File: src/rtl/ahb_pkg.sv
// rtl/ahb_pkg.sv - shared AHB-Lite encodings and default-slave state type
package ahb_pkg;

  localparam logic [1:0] HTRANS_IDLE   = 2'b00;
  localparam logic [1:0] HTRANS_BUSY   = 2'b01;
  localparam logic [1:0] HTRANS_NONSEQ = 2'b10;
  localparam logic [1:0] HTRANS_SEQ    = 2'b11;

  localparam logic HRESP_OKAY  = 1'b0;
  localparam logic HRESP_ERROR = 1'b1;

  typedef enum logic [1:0] {
    DS_IDLE = 2'd0,
    DS_ERR1 = 2'd1,
    DS_ERR2 = 2'd2
  } ds_state_t;

  // NONSEQ and SEQ carry a data phase; IDLE and BUSY do not.
  function automatic logic is_active(input logic [1:0] htrans);
    logic act;
    act = 1'b0;
    case (htrans)
      HTRANS_NONSEQ, HTRANS_SEQ: act = 1'b1;
      HTRANS_IDLE, HTRANS_BUSY:  act = 1'b0;
    endcase
    return act;
  endfunction

endpackage

File: src/rtl/ahb_default_slave.sv
// rtl/ahb_default_slave.sv - two-cycle ERROR responder for unmapped or timed-out data phases
// Optional wait-state timeout enabled by AHB_TIMEOUT_EN.
module ahb_default_slave
  import ahb_pkg::*;
#(
  parameter int TIMEOUT_CYCLES = 255
) (
  input  logic clk,
  input  logic rst,
  input  logic hready,
  input  logic err_req,
  input  logic stall,
  output logic ds_hready,
  output logic ds_hresp,
  output logic timeout
);

  ds_state_t state;
  ds_state_t state_next;

`ifdef AHB_TIMEOUT_EN
  localparam int CW = $clog2(TIMEOUT_CYCLES + 1);
  logic [CW-1:0] wait_cnt;

  // Fires on the last permitted wait cycle so the ERROR follows immediately.
  assign timeout = stall && (wait_cnt == CW'(TIMEOUT_CYCLES - 1));

  // Count consecutive cycles the owning slave holds the bus in wait.
  always_ff @(posedge clk or posedge rst) begin
    if (rst) begin
      wait_cnt <= '0;
    end else if (!stall || timeout) begin
      wait_cnt <= '0;
    end else begin
      wait_cnt <= wait_cnt + 1'b1;
    end
  end
`else
  logic unused_stall;
  assign unused_stall = stall ^ (TIMEOUT_CYCLES == 0);
  assign timeout = 1'b0;
`endif

  // First ERROR cycle stalls the master, second one releases it.
  assign ds_hready = (state != DS_ERR1);
  assign ds_hresp  = (state == DS_ERR1 || state == DS_ERR2) ? HRESP_ERROR : HRESP_OKAY;

  // State register.
  always_ff @(posedge clk or posedge rst) begin
    if (rst) begin
      state <= DS_IDLE;
    end else begin
      state <= state_next;
    end
  end

  // Next-state logic for the ERROR sequence.
  always_comb begin
    state_next = state;
    case (state)
      DS_IDLE: if (timeout || (hready && err_req)) state_next = DS_ERR1;
      DS_ERR1: state_next = DS_ERR2;
      DS_ERR2: state_next = (hready && err_req) ? DS_ERR1 : DS_IDLE;
      default: state_next = DS_IDLE;
    endcase
  end

endmodule

File: src/rtl/ahb_interconnect.sv
// rtl/ahb_interconnect.sv - single-master AHB-Lite decoder and data-phase response multiplexor
// Optional data-phase timeout enabled by AHB_TIMEOUT_EN.
module ahb_interconnect
  import ahb_pkg::*;
#(
  parameter int NUM_SLAVES = 8,
  parameter int DATA_WIDTH = 32,
  parameter int ADDR_WIDTH = 32,
  parameter logic [NUM_SLAVES*ADDR_WIDTH-1:0] SLAVE_BASE_ADDR = {
    32'h0000_7000, 32'h0000_6000, 32'h0000_5000, 32'h0000_4000,
    32'h0000_3000, 32'h0000_2000, 32'h0000_1000, 32'h0000_0000},
  parameter logic [NUM_SLAVES*ADDR_WIDTH-1:0] SLAVE_LAST_ADDR = {
    32'h0000_7FFF, 32'h0000_6FFF, 32'h0000_5FFF, 32'h0000_4FFF,
    32'h0000_3FFF, 32'h0000_2FFF, 32'h0000_1FFF, 32'h0000_0FFF},
  parameter bit SEL_BYPASS = 1'b0,
  parameter int TIMEOUT_CYCLES = 255,
  localparam int SEL_W = (NUM_SLAVES > 1) ? $clog2(NUM_SLAVES) : 1
) (
  input  logic                             hclk_in,
  input  logic                             hrst_in,
  input  logic [ADDR_WIDTH-1:0]            m_haddr_in,
  input  logic [DATA_WIDTH-1:0]            m_hwdata_in,
  output logic [DATA_WIDTH-1:0]            m_hrdata_out,
  input  logic [1:0]                       m_htrans_in,
  input  logic [2:0]                       m_hsize_in,
  input  logic [2:0]                       m_hburst_in,
  input  logic [3:0]                       m_hprot_in,
  input  logic [SEL_W-1:0]                 m_hsel_in,
  input  logic                             m_hwrite_in,
  input  logic                             m_hmastlock_in,
  output logic                             m_hready_out,
  output logic                             m_hresp_out,
  output logic [NUM_SLAVES*ADDR_WIDTH-1:0] s_haddr_out,
  output logic [NUM_SLAVES*DATA_WIDTH-1:0] s_hwdata_out,
  input  logic [NUM_SLAVES*DATA_WIDTH-1:0] s_hrdata_in,
  output logic [NUM_SLAVES*2-1:0]          s_htrans_out,
  output logic [NUM_SLAVES*3-1:0]          s_hsize_out,
  output logic [NUM_SLAVES*3-1:0]          s_hburst_out,
  output logic [NUM_SLAVES*4-1:0]          s_hprot_out,
  output logic [NUM_SLAVES-1:0]            s_hwrite_out,
  output logic [NUM_SLAVES-1:0]            s_hmastlock_out,
  output logic [NUM_SLAVES-1:0]            s_hsel_out,
  input  logic [NUM_SLAVES-1:0]            s_hresp_in,
  input  logic [NUM_SLAVES-1:0]            s_hready_in,
  output logic [NUM_SLAVES-1:0]            s_hready_out
);

  logic [NUM_SLAVES-1:0] hsel;
  logic                  unmapped;
  logic                  err_req;
  logic [NUM_SLAVES:0]   dsel;
  logic                  stall;
  logic                  timeout;
  logic                  ds_hready;
  logic                  ds_hresp;

  // Address decode; walking downwards lets the lowest-index hit win overlaps.
  always_comb begin
    hsel = '0;
    for (int i = NUM_SLAVES - 1; i >= 0; i--) begin
      if ((m_haddr_in >= SLAVE_BASE_ADDR[i*ADDR_WIDTH +: ADDR_WIDTH]) &&
          (m_haddr_in <= SLAVE_LAST_ADDR[i*ADDR_WIDTH +: ADDR_WIDTH]) &&
          (!SEL_BYPASS || (m_hsel_in == SEL_W'(i)))) begin
        hsel    = '0;
        hsel[i] = 1'b1;
      end
    end
  end

  assign unmapped   = ~|hsel;
  assign err_req    = unmapped & is_active(m_htrans_in);
  assign s_hsel_out = hsel;

  // Only the selected slave sees the real transfer type; everyone else sees IDLE.
  always_comb begin
    s_htrans_out = '0;
    for (int i = 0; i < NUM_SLAVES; i++) begin
      s_htrans_out[2*i +: 2] = hsel[i] ? m_htrans_in : HTRANS_IDLE;
    end
  end

  assign s_haddr_out     = {NUM_SLAVES{m_haddr_in}};
  assign s_hwdata_out    = {NUM_SLAVES{m_hwdata_in}};
  assign s_hsize_out     = {NUM_SLAVES{m_hsize_in}};
  assign s_hburst_out    = {NUM_SLAVES{m_hburst_in}};
  assign s_hprot_out     = {NUM_SLAVES{m_hprot_in}};
  assign s_hwrite_out    = {NUM_SLAVES{m_hwrite_in}};
  assign s_hmastlock_out = {NUM_SLAVES{m_hmastlock_in}};
  assign s_hready_out    = {NUM_SLAVES{m_hready_out}};

  assign stall = |(dsel[NUM_SLAVES-1:0] & ~s_hready_in);

  // Data-phase owner: advances with the address phase, snaps to the default slave on timeout.
  always_ff @(posedge hclk_in or posedge hrst_in) begin
    if (hrst_in) begin
      dsel <= '0;
    end else if (timeout) begin
      dsel <= {1'b1, {NUM_SLAVES{1'b0}}};
    end else if (m_hready_out) begin
      dsel <= {err_req, hsel};
    end
  end

  // Route the response of whichever slave owns the current data phase.
  always_comb begin
    m_hready_out = 1'b1;
    m_hresp_out  = HRESP_OKAY;
    m_hrdata_out = '0;
    if (dsel[NUM_SLAVES]) begin
      m_hready_out = ds_hready;
      m_hresp_out  = ds_hresp;
    end
    for (int i = 0; i < NUM_SLAVES; i++) begin
      if (dsel[i]) begin
        m_hready_out = s_hready_in[i];
        m_hresp_out  = s_hresp_in[i];
        m_hrdata_out = s_hrdata_in[i*DATA_WIDTH +: DATA_WIDTH];
      end
    end
  end

  ahb_default_slave #(
    .TIMEOUT_CYCLES(TIMEOUT_CYCLES)
  ) u_default_slave (
    .clk      (hclk_in),
    .rst      (hrst_in),
    .hready   (m_hready_out),
    .err_req  (err_req),
    .stall    (stall),
    .ds_hready(ds_hready),
    .ds_hresp (ds_hresp),
    .timeout  (timeout)
  );

endmodule

File: config.mk
export PLATFORM = sky130hd
export DESIGN_NAME = ahb_interconnect
export DESIGN_NICKNAME = d
export VERILOG_FILES = /design/src/rtl/ahb_pkg.sv /design/src/rtl/ahb_default_slave.sv /design/src/rtl/ahb_interconnect.sv
export SDC_FILE = /design/constraint.sdc
export NUM_CORES = 1
export LEC_CHECK = 0
export ABC_AREA = 1
export CAP_MARGIN = 20
export CORE_AREA = 3 3 400 402
export CTS_CLUSTER_DIAMETER = 80
export DETAILED_ROUTE_END_ITERATION = 10
export DIE_AREA = 0 0 403 405
export SLEW_MARGIN = 20
export SYNTH_ARGS = -nofsm -noshare
export SYNTH_HDL_FRONTEND = slang
export SYNTH_SLANG_ARGS = --single-unit
File: constraint.sdc
create_clock -name hclk_in -period 2.25 [get_ports hclk_in]
set_clock_uncertainty 0.05 [all_clocks]
set_input_delay 0.3375 -clock hclk_in [delete_from_list [all_inputs] [get_ports hclk_in]]
set_output_delay 0.3375 -clock hclk_in [all_outputs]
set_load 0.05 [all_outputs]
==> out/metrics.csv <==
stage;metric;value;unit
global_route;antenna_found_initial;30;
floorplanning;row_count;145;
clocking;clkSinkCount;11;
sta;max_freq;372.5;MHz
yosys;synth_compound_area_share;16.17;%
yosys;synth_area_leaders;buf_4 60%, nand2_1 9.3%, o211ai_1 6.2%, a21oi_1 4.6%, dfrtp_1 3.5%;
yosys;synth_top_area_share;59.70;%
final_layout;fin_nets;1731;
global_route;gr-total-overflow;0;
detailed_routing;wl_met2;36100;um
floorplanning;start_util;4.977;%
worst_setup_path;critPathBufInv;4;
detailed_routing;wl;67380;um
status;outcome;complete, but fails checks;
sta;min_period;2.684;ns
floorplanning;die_x;403;um
job;drv_cap;0;
yosys;synth-edff-count;0;
detailed_routing;wire_per_inst;19.59;um
detailed_routing;first_pass_iters;7;
worst_setup_path;crit_arrival;2.30;ns
yosys;synth_ff_type;dfrtp_1;
yosys;yosysSeqAreaShare;3.536;%
yosys;yosysWarnings;0;
worst_setup_path;timing_worst_setup_path_type;register to output pin;
worst_setup_path;endpoint_kind;output pin;
power;power_per_cell_area;468.8;mW/mm^2
final_layout;area_delta_synth_final;129.3;%
yosys;ys_types;30;
power;pwr-share-clk;4.0;%
sta;slew_headroom;64.94;%
power;p_switching;4.290;mW
min_path;hold_path.class;input port to async pin;
yosys;netlist_top_cells_count;619 x buf_4, 193 x nand2_1, 71 x a21oi_1, 64 x o211ai_1, 47 x nor2_1;
worst_setup_path;cp_top_family;buffers and inverters;
yosys;synth.most_common_cell;buf_4;
sta;finalSetupViolations;54;
yosys;synthArstFlopShare;100.0;%
yosys;synth_cells;1220;
sta;worst_pin_slew;0.5236;ns
power;p_seq_share;3.0;%
power;swShare;51.27;%
detailed_routing;m1WireLength;22510;um
worst_setup_path;crit_slowest_cell;dfrtp_2;
sta;hold_viol_final;0;
yosys;synth.mux.area_fraction;0;%
detailed_routing;drc;0;
yosys;avgSynthCellArea;6.380;sq um
clocking;clockBufferDepth;2;
worst_setup_path;critPathLaunchType;register;
sta;fin_crit_sh;119.3;%
final_layout;final_cells;3440;
global_route;grt_use_total;7.857;%
placement;portBuffers;629;
worst_setup_path;path_max_fanout;9;
detailed_routing;num_vias;8063;
placement;place_congestion;0.8418;
floorplanning;fp.dieH;405;um
detailed_routing;drtIter0Drc;278;
placement;hpwl;61330;um
yosys;synth_seq_cells;11;
sta;rsz0062_at_grt;true;
global_route;grt_start_max_net_pins;46;
yosys;synth-simple-area-share;15.50;%
power;power.internal;4.078;mW
clocking;cts_root_buf;clkbuf_16;
global_route;grt_pass1_wl;83820;um
clocking;path_clk_slew;0.04;ns
final_layout;drive_gt1_share;49.38;%
worst_setup_path;cp.required;1.86;ns
yosys;synth_top_family_by_area;buffers and inverters;
final_layout;design_area;0.01785;sq mm
sta;worst_slack;-0.4344;ns
placement;post-place-ws;-0.9017;ns
yosys;syn_nets;1579;
yosys;synthAdderAreaFrac;0.6430;%
detailed_routing;vias_per_cell;2.344;
floorplanning;die_area;0.1632;sq mm
power;irDropWorstVdd;0.6639;mV
yosys;yosysTopAreaCell;buf_4;
detailed_routing;wl_met3;6814;um
status;violations;negative setup slack;
yosys;syn_area;0.007784;sq mm
clocking;cts_hold_buf;0;
floorplanning;ios;1029;
clocking;cts_tree;built;
global_route;grt_pass1_vias;8539;
placement;place_area;0.01662;sq mm
floorplanning;core_region_area;0.1564;sq mm
clocking;cts_buffers;3;
clocking;worstSkewPairLatency;0.25;ns
sta;maxSlewViolCount;0;
clocking;htree_levels;1;
detailed_routing;top_layer;met5;
power;comb_power_share;93.0;%
worst_setup_path;cpPeakStageDelay;0.47;ns
detailed_routing;ant_nets;0;
yosys;synthXorXnorAreaFrac;0;%
worst_setup_path;worstPathCellList;buf_12, buf_4, a21oi_1, nand2_2, o211ai_1, nand3_1, buf_6, o21ai_2, o21ai_1, o211ai_1, nand2_1, buf_12;
power;power_leakage;6.954;nW
placement;placed_cells;3397;
## registers in the layout, indices dropped and copies added, names as in the netlist
| signal | flops |
|---|---|
| dsel | 9 |
| u_default_slave.state | 2 |
## stage by stage
step	setup TNS (ns)	power (mW)	utilization (%)	hold WS, ns
6_report	-13.38	8.368	11.41	0.3829
5_1_grt	-23.21	8.782	11.40	0.4416
4_1_cts	-18.29	8.330	11.14	0.4234
3_5_place_dp	-29.78	7.641	10.63	0.4689
3_3_place_gp	-29.26	7.618	10.63	0.4563
2_1_floorplan	-0.3265	5.218	-	0.1399
## per-layer routing
metal  track usage, %  vias up
li1                 -     3634
met2            15.19      681
met3            3.294      110
met1            7.627     3632
met5                0        -
met4            1.946        6
## logic make-up (layout without fill, tap and decap cells)
group           count (synthesis)  in the layout
fa+ha+maj                       4              4
simple gates                  293            293
buf+inv                       699            850
flops                          11             11
other cells                     0             11
compound gates                213            213
## path summary, 6_finish.rpt
| path | startpoint | cells after the start | slack, ns | endpoint |
|---|---|---|---|---|
| setup reg to reg | dsel[2] | 19 | -0.18 | dsel[7] |
| setup / recovery | dsel[2] | 12 | -0.43 | m_hrdata_out[18] |
| hold / removal | hrst_in | 2 | 0.38 | dsel[0] |
| hold reg to reg | dsel[8] | 2 | 0.49 | dsel[8] |
| min in group hclk_in | dsel[8] | 2 | 0.49 | dsel[8] |
| max in group asynchronous | hrst_in | 2 | 1.39 | dsel[5] |
## worst register-to-register path, cell delays in order (launching register included)
cell and delay (ns):
dfrtp_2 0.47, buf_12 0.18, buf_4 0.14, buf_4 0.13, nor2_2 0.09, nand3_1 0.07
nand2_1 0.06, nand2_1 0.04, nand2_1 0.06, nand2_1 0.05, nand2_1 0.07, nand2_2 0.09
nand2_8 0.15, buf_6 0.12, buf_6 0.10, buf_12 0.13, inv_1 0.06, nand2_1 0.05
o21ai_1 0.07, buf_4 0.14
## power by group through the flow
| stage | Combinational [mW] | Sequential (mW) | Clock [mW] |
|---|---|---|---|
| after floorplan | 4.97 | 0.252 | 0 |
| after global placement | 7.37 | 0.244 | 0 |
| after detailed placement | 7.39 | 0.247 | 0 |
| after CTS | 7.74 | 0.246 | 0.348 |
| after global routing | 8.18 | 0.251 | 0.355 |
| final | 7.78 | 0.247 | 0.336 |
## placed cells by master, fill, tap and decap left out, types with 11 or more instances in the layout
master	count
o21ai_1	47
nand2_1	144
nand3_1	29
nor2_1	18
dlygate4sd2_1	18
nor2_4	23
nand2_2	30
nand2_4	20
inv_2	12
a21oi_1	62
inv_1	13
diode_2	11
clkdlybuf4s50_1	275
buf_6	54
o211ai_1	64
buf_4	100
buf_12	355
o21ai_2	21
## area by class of cell
| class | instances | area (sq um) |
|---|---|---|
| antenna | 11 | 27.53 |
| sequential | 11 | 285.3 |
| timing repair buffer | 813 | 11520 |
| inverter | 33 | 163.9 |
| multi-input combinational | 510 | 3199 |
| tap | 2058 | 2575 |
| clock buffer | 4 | 78.83 |
| fill | 17890 | 138500 |
## timing repair
action / CTS / global route
setup buffers: 21 / 18
endpoints found under the hold margin: 0 / 0
resized for setup: 265 / 101
endpoints found under the setup margin: 76 / 74
pin swaps: 76 / 80
gates cloned: 1 / 0
No activity file was read; power rests on OpenSTA's default activity.
